## src/rtl/down_counter_timer_pkg.sv

```systemverilog
// rtl/down_counter_timer_pkg.sv - shared constants and types for the down-counter/timer
package down_counter_timer_pkg;

  localparam int DEFAULT_WIDTH = 4;

  // 2'b11 is not a named state; the FSM decodes it as IDLE
  typedef enum logic [1:0] {
    ST_IDLE = 2'b00,
    ST_RUN  = 2'b01,
    ST_HOLD = 2'b10
  } state_t;

  typedef enum logic [2:0] {
    CMD_NONE   = 3'd0,
    CMD_LOAD   = 3'd1,
    CMD_DEC    = 3'd2,
    CMD_RELOAD = 3'd3,
    CMD_END    = 3'd4
  } core_cmd_t;

endpackage

```

## src/rtl/down_counter_core.sv

```systemverilog
// rtl/down_counter_core.sv - count/reload datapath with registered terminal-count flag
module down_counter_core
  import down_counter_timer_pkg::*;
#(
  parameter int WIDTH = DEFAULT_WIDTH
) (
  input  logic             clock,
  input  logic             Reset,
  input  core_cmd_t        cmd,
  input  logic [WIDTH-1:0] load_val,
  output logic [WIDTH-1:0] Q,
  output logic             tc,
  output logic             q_zero,
  output logic             reload_zero
);

  logic [WIDTH-1:0] reload;
  logic             q_one;

  assign q_zero      = (Q == '0);
  assign q_one       = (Q == WIDTH'(1));
  assign reload_zero = (reload == '0);

  always_ff @(posedge clock or negedge Reset) begin
    if (!Reset) begin
      Q      <= '0;
      reload <= '0;
      tc     <= 1'b0;
    end else begin
      case (cmd)
        CMD_LOAD: begin
          Q      <= load_val;
          reload <= load_val;
          tc     <= 1'b0;
        end
        CMD_DEC: begin
          Q  <= Q - WIDTH'(1);
          tc <= q_one;
        end
        CMD_RELOAD: begin
          Q  <= reload;
          tc <= 1'b0;
        end
        CMD_END: tc <= 1'b0;
        default: ;
      endcase
    end
  end

endmodule

```

## src/rtl/down_counter_timer.sv

```systemverilog
// rtl/down_counter_timer.sv - programmable down-counter/timer with hold and auto-reload
module down_counter_timer
  import down_counter_timer_pkg::*;
#(
  parameter int WIDTH = DEFAULT_WIDTH
) (
  input  logic             clock,
  input  logic             Reset,
  input  logic             load,
  input  logic [WIDTH-1:0] load_val,
  input  logic             start,
  input  logic             stop,
  input  logic             auto_reload,
  output logic [WIDTH-1:0] Q,
  output logic             busy,
  output logic             tc
);

  state_t    state, state_n;
  core_cmd_t cmd;
  logic      q_zero, reload_zero;

  always_ff @(posedge clock or negedge Reset) begin
    if (!Reset) state <= ST_IDLE;
    else        state <= state_n;
  end

  // priority: load > stop > start
  always_comb begin
    state_n = state;
    cmd     = CMD_NONE;
    if (load) begin
      cmd     = CMD_LOAD;
      state_n = ST_IDLE;
    end else begin
      case (state)
        ST_RUN: begin
          if (stop) begin
            state_n = ST_HOLD;
          end else if (!q_zero) begin
            cmd = CMD_DEC;
          end else if (auto_reload && !reload_zero) begin
            cmd = CMD_RELOAD;
          end else begin
            cmd     = CMD_END;
            state_n = ST_IDLE;
          end
        end
        ST_HOLD: begin
          if (!stop && start) state_n = ST_RUN;
        end
        default: begin
          state_n = ST_IDLE;
          if (!stop && start && !q_zero) state_n = ST_RUN;
        end
      endcase
    end
  end

  assign busy = (state == ST_RUN) || (state == ST_HOLD);

  down_counter_core #(.WIDTH(WIDTH)) u_core (
    .clock       (clock),
    .Reset       (Reset),
    .cmd         (cmd),
    .load_val    (load_val),
    .Q           (Q),
    .tc          (tc),
    .q_zero      (q_zero),
    .reload_zero (reload_zero)
  );

endmodule
```

## config.mk

```make
export PLATFORM = sky130hd
export DESIGN_NAME = down_counter_timer
export DESIGN_NICKNAME = d
export VERILOG_FILES = /design/src/rtl/down_counter_timer_pkg.sv /design/src/rtl/down_counter_core.sv /design/src/rtl/down_counter_timer.sv
export SDC_FILE = /design/constraint.sdc
export NUM_CORES = 1
export LEC_CHECK = 0
export BUFFER_PORTS_ARGS = -buffer_cell sky130_fd_sc_hd__clkbuf_2
export CORE_AREA = 4 4 41 43
export CTS_CLUSTER_DIAMETER = 50
export DETAILED_ROUTE_END_ITERATION = 10
export DIE_AREA = 0 0 45 47
export PLACE_DENSITY = 0.78
export SLEW_MARGIN = 20
export SYNTH_ARGS = -nofsm -noshare
export SYNTH_HDL_FRONTEND = slang
export SYNTH_SLANG_ARGS = --single-unit
```

## constraint.sdc

```tcl
create_clock -name clock -period 4.1 [get_ports clock]
set_input_delay 1.025 -clock clock [delete_from_list [all_inputs] [get_ports clock]]
set_output_delay 1.025 -clock clock [all_outputs]
set_load 0.01 [all_outputs]
```

==> flow_summary.ini <==
[pwr]
sw_frac_of_total_pct = 30.6
power.leakage_nw = 0.388
power.internal_mw = 0.176
p_sw_mw = 0.0778
powerDensity_nw_per_um2 = 313
max-vdd-ir-drop_mv = 0.185
seq_power_share_pct = 51.0
power.total_mw = 0.254
combPwrFrac_pct = 19.4
power_frac_clock_pct = 29.6

[synthesis]
synth_edf_count = 0
seq_area_frac_synth_pct = 39.3
synthArstFlopShare_pct = 100
muxShareOfSynthArea_pct = 4.82
yosys_register_bits = 11
dominantRegCellSynth = dfrtp_1
synthTopCellsByArea = dfrtp_1 (39%), ha_1 (7.1%), o21ai_0 (5.0%)
synth-adder-area-share_pct = 7.14
yosysWarnings = 0
yosysMostFrequentCell = dfrtp_1
yosysTopAreaCellShare_pct = 39.3
synth_cell_types = 26
synth_area_sq_um = 701
netlist_instances = 73
postSynthAreaPerCell_sq_um = 9.60
synth_top_family_by_area = compound AO/OA/AOI/OAI gates
synth_fp_nets = 87
synthXorXnorAreaFrac_pct = 0
synth_top_area_cell = dfrtp_1
yosys.area_share.simple_pct = 19.6
synth_compound_gate_area_share_pct = 22.7
synth_commonest_cells = dfrtp_1 (11), inv_1 (9), o21ai_0 (7), a21oi_1 (6), nand2_1 (6)

[worst_setup_path]
cp_cell_sequence = inv_1, ha_1, inv_1, clkbuf_2
startpoint_type = flip-flop
critPathSlowestCell = dfrtp_1
cp.required_ns = 3.07
critPathTopFamily = flip-flops
worstPathMaxFanout = 3
slowest_delay_ns = 0.38
worstPathArrival_ns = 1.20
critPathCaptureType = primary output
critPathKind = reg2out
regToRegSetupSlack_ns = 2.33
crit_buf_inv = 3
path_common_cell = inv_1

[routing]
vias_per_cell = 5.48
antenna_left = 0
dr.pass1.iters = 4
vias = 581
post_drt_wl_per_cell_um = 13.4
drt_iter0_drc = 2
wirelength_um = 1420
drc = 0

[clock_network]
cts_setup_buffers = 0
cts_buffers = 3
clkLatencyLatePin_ns = 0.27
clockBufferDepth = 2
clk_pin_slew_worst_paths_ns = 0.07
cts.sinks = 11
root_buffer = clkbuf_4
htree_num_levels = 1
cts_hold_buf = 0
post_cts_resized = 0
cts_tree = built

[place]
dp.cells = 102
numPortBuffers = 15
gp_congestion = 0.747
hpwl_um = 1130
dpl_cell_area_sq_um = 783

[timing]
hold_viol_final = 0
max_slew.worst_pin.slew_ns = 0.353
fin_crit_ns = 2.23
timing.final.crit_share_pct = 54.3
setup_viol = 0
slew_viol_final = 0
rsz0062_at_grt = false
tns_ns = 0
clock_skew_ns = 0.00209
holdWs_ns = 0.528
slew_headroom_pct = 76.4
max_freq_mhz = 449

[final_layout]
fillers = 119
design_area_sq_um = 811
drive_above_1_share_pct = 29.7
final_cells = 106
num-nets-final = 106
areaGrowthSynthToFinish_pct = 15.7
diodes = 0

[flow_run]
drv_cap = 0

[global_routing]
grt_overflow = 0
grt_antenna_before_repair = 0
grtUsageMet1_pct = 18.4
grt_pass1_wl_um = 2350
grtUsageTotal_pct = 16.2
grt_util_met3_pct = 6.90
grt_use_met2_pct = 27.4
grt_max_degree = 16
grt-busiest-layer = met2
grt_pass1_vias = 528

[floorplan]
die_x_um = 45
start_util_pct = 53.8
die_h_um = 47
core_area_sq_um = 1300
ios = 16
rows = 13
dieArea_sq_um = 2120

[worst_hold_path]
hold_class = reg2reg

[outcome]
status = finished clean
[per-layer routing]
layer | routed length [um] | vias up
met3 | 107 | 2
met4 | 11 | 0
li1 | - | 292
met1 | 641 | 272
met2 | 656 | 15
met5 | 0 | -
[stage by stage]
stage               setup WS, ns  utilization, %
floorplan                   2.28               -
CTS                         1.87            62.3
global route                1.77            62.3
global placement            2.13            60.2
detailed placement          2.09            60.2
finish                      1.87            62.3
[cells in the final DEF, fill, tap and decap left out]
master     n
a21oi_1    6
and2_2     1
nand2b_1   1
and3_1     1
nor2b_1    3
o21a_1     2
clkbuf_2  15
a211oi_1   1
o21ai_0    7
dfrtp_1   11
a21oi_2    1
a2111o_1   1
nand4b_1   1
clkinv_2   1
mux2_2     3
nor3b_1    1
o31ai_1    2
nand2_1    6
inv_1      9
nand3b_1   1
nor3_1     2
nor2_1     4
ha_1       4
o32ai_1    1
nor3b_4    1
or2b_2     1
o41ai_4    1
clkbuf_4   3
[kinds of logic after synthesis]
family,after synthesis
adder cells (fa/ha/maj),4
AO/OA/AOI/OAI,22
flip-flops,11
multiplexers,3
AND/OR/NAND/NOR,23
buffers and inverters,10
[final timing paths]
| kind | startpoint | end | depth (start not counted) |
|---|---|---|---|
| setup reg to reg | u_core.Q[1] | state[0] | 6 |
| max in group asynchronous | Reset | state[1] | 1 |
| hold / removal | u_core.tc | u_core.tc | 2 |
| setup / recovery | state[0] | busy | 4 |
| min in group asynchronous | Reset | u_core.tc | 1 |
| hold reg to reg | u_core.tc | u_core.tc | 2 |
[worst reg2reg max path: stages, from the launching register on]
cell and delay (ns):
dfrtp_1 0.42, inv_1 0.09, ha_1 0.19, nor3b_4 0.34, a21oi_2 0.14, a2111o_1 0.40
a21oi_1 0.12
[power by group through the flow]
stage	Clock, mW	Combinational, mW	Sequential, mW
6_report	0.0751	0.0494	0.130
5_1_grt	0.0842	0.0555	0.131
4_1_cts	0.0768	0.0502	0.130
3_5_place_dp	0	0.0498	0.132
3_3_place_gp	0	0.0485	0.131
2_1_floorplan	0	0.0306	0.131
[registers in the layout, indices dropped and copies added (netlist names)]
register	flops
u_core.tc	1
u_core.Q	4
state	2
u_core.reload	4
[cell type report]
cell class	count	area (sq um)	area share, %
multi-input combinational	52	380	46.9
sequential	11	275	34.0
timing repair buffer	15	75.1	9.26
inverter	9	33.8	4.17
clock buffer	3	22.5	2.78
tap	15	18.8	2.31
clock inverter	1	5.00	0.617
Note: power is estimated with default switching activity, not from simulation.
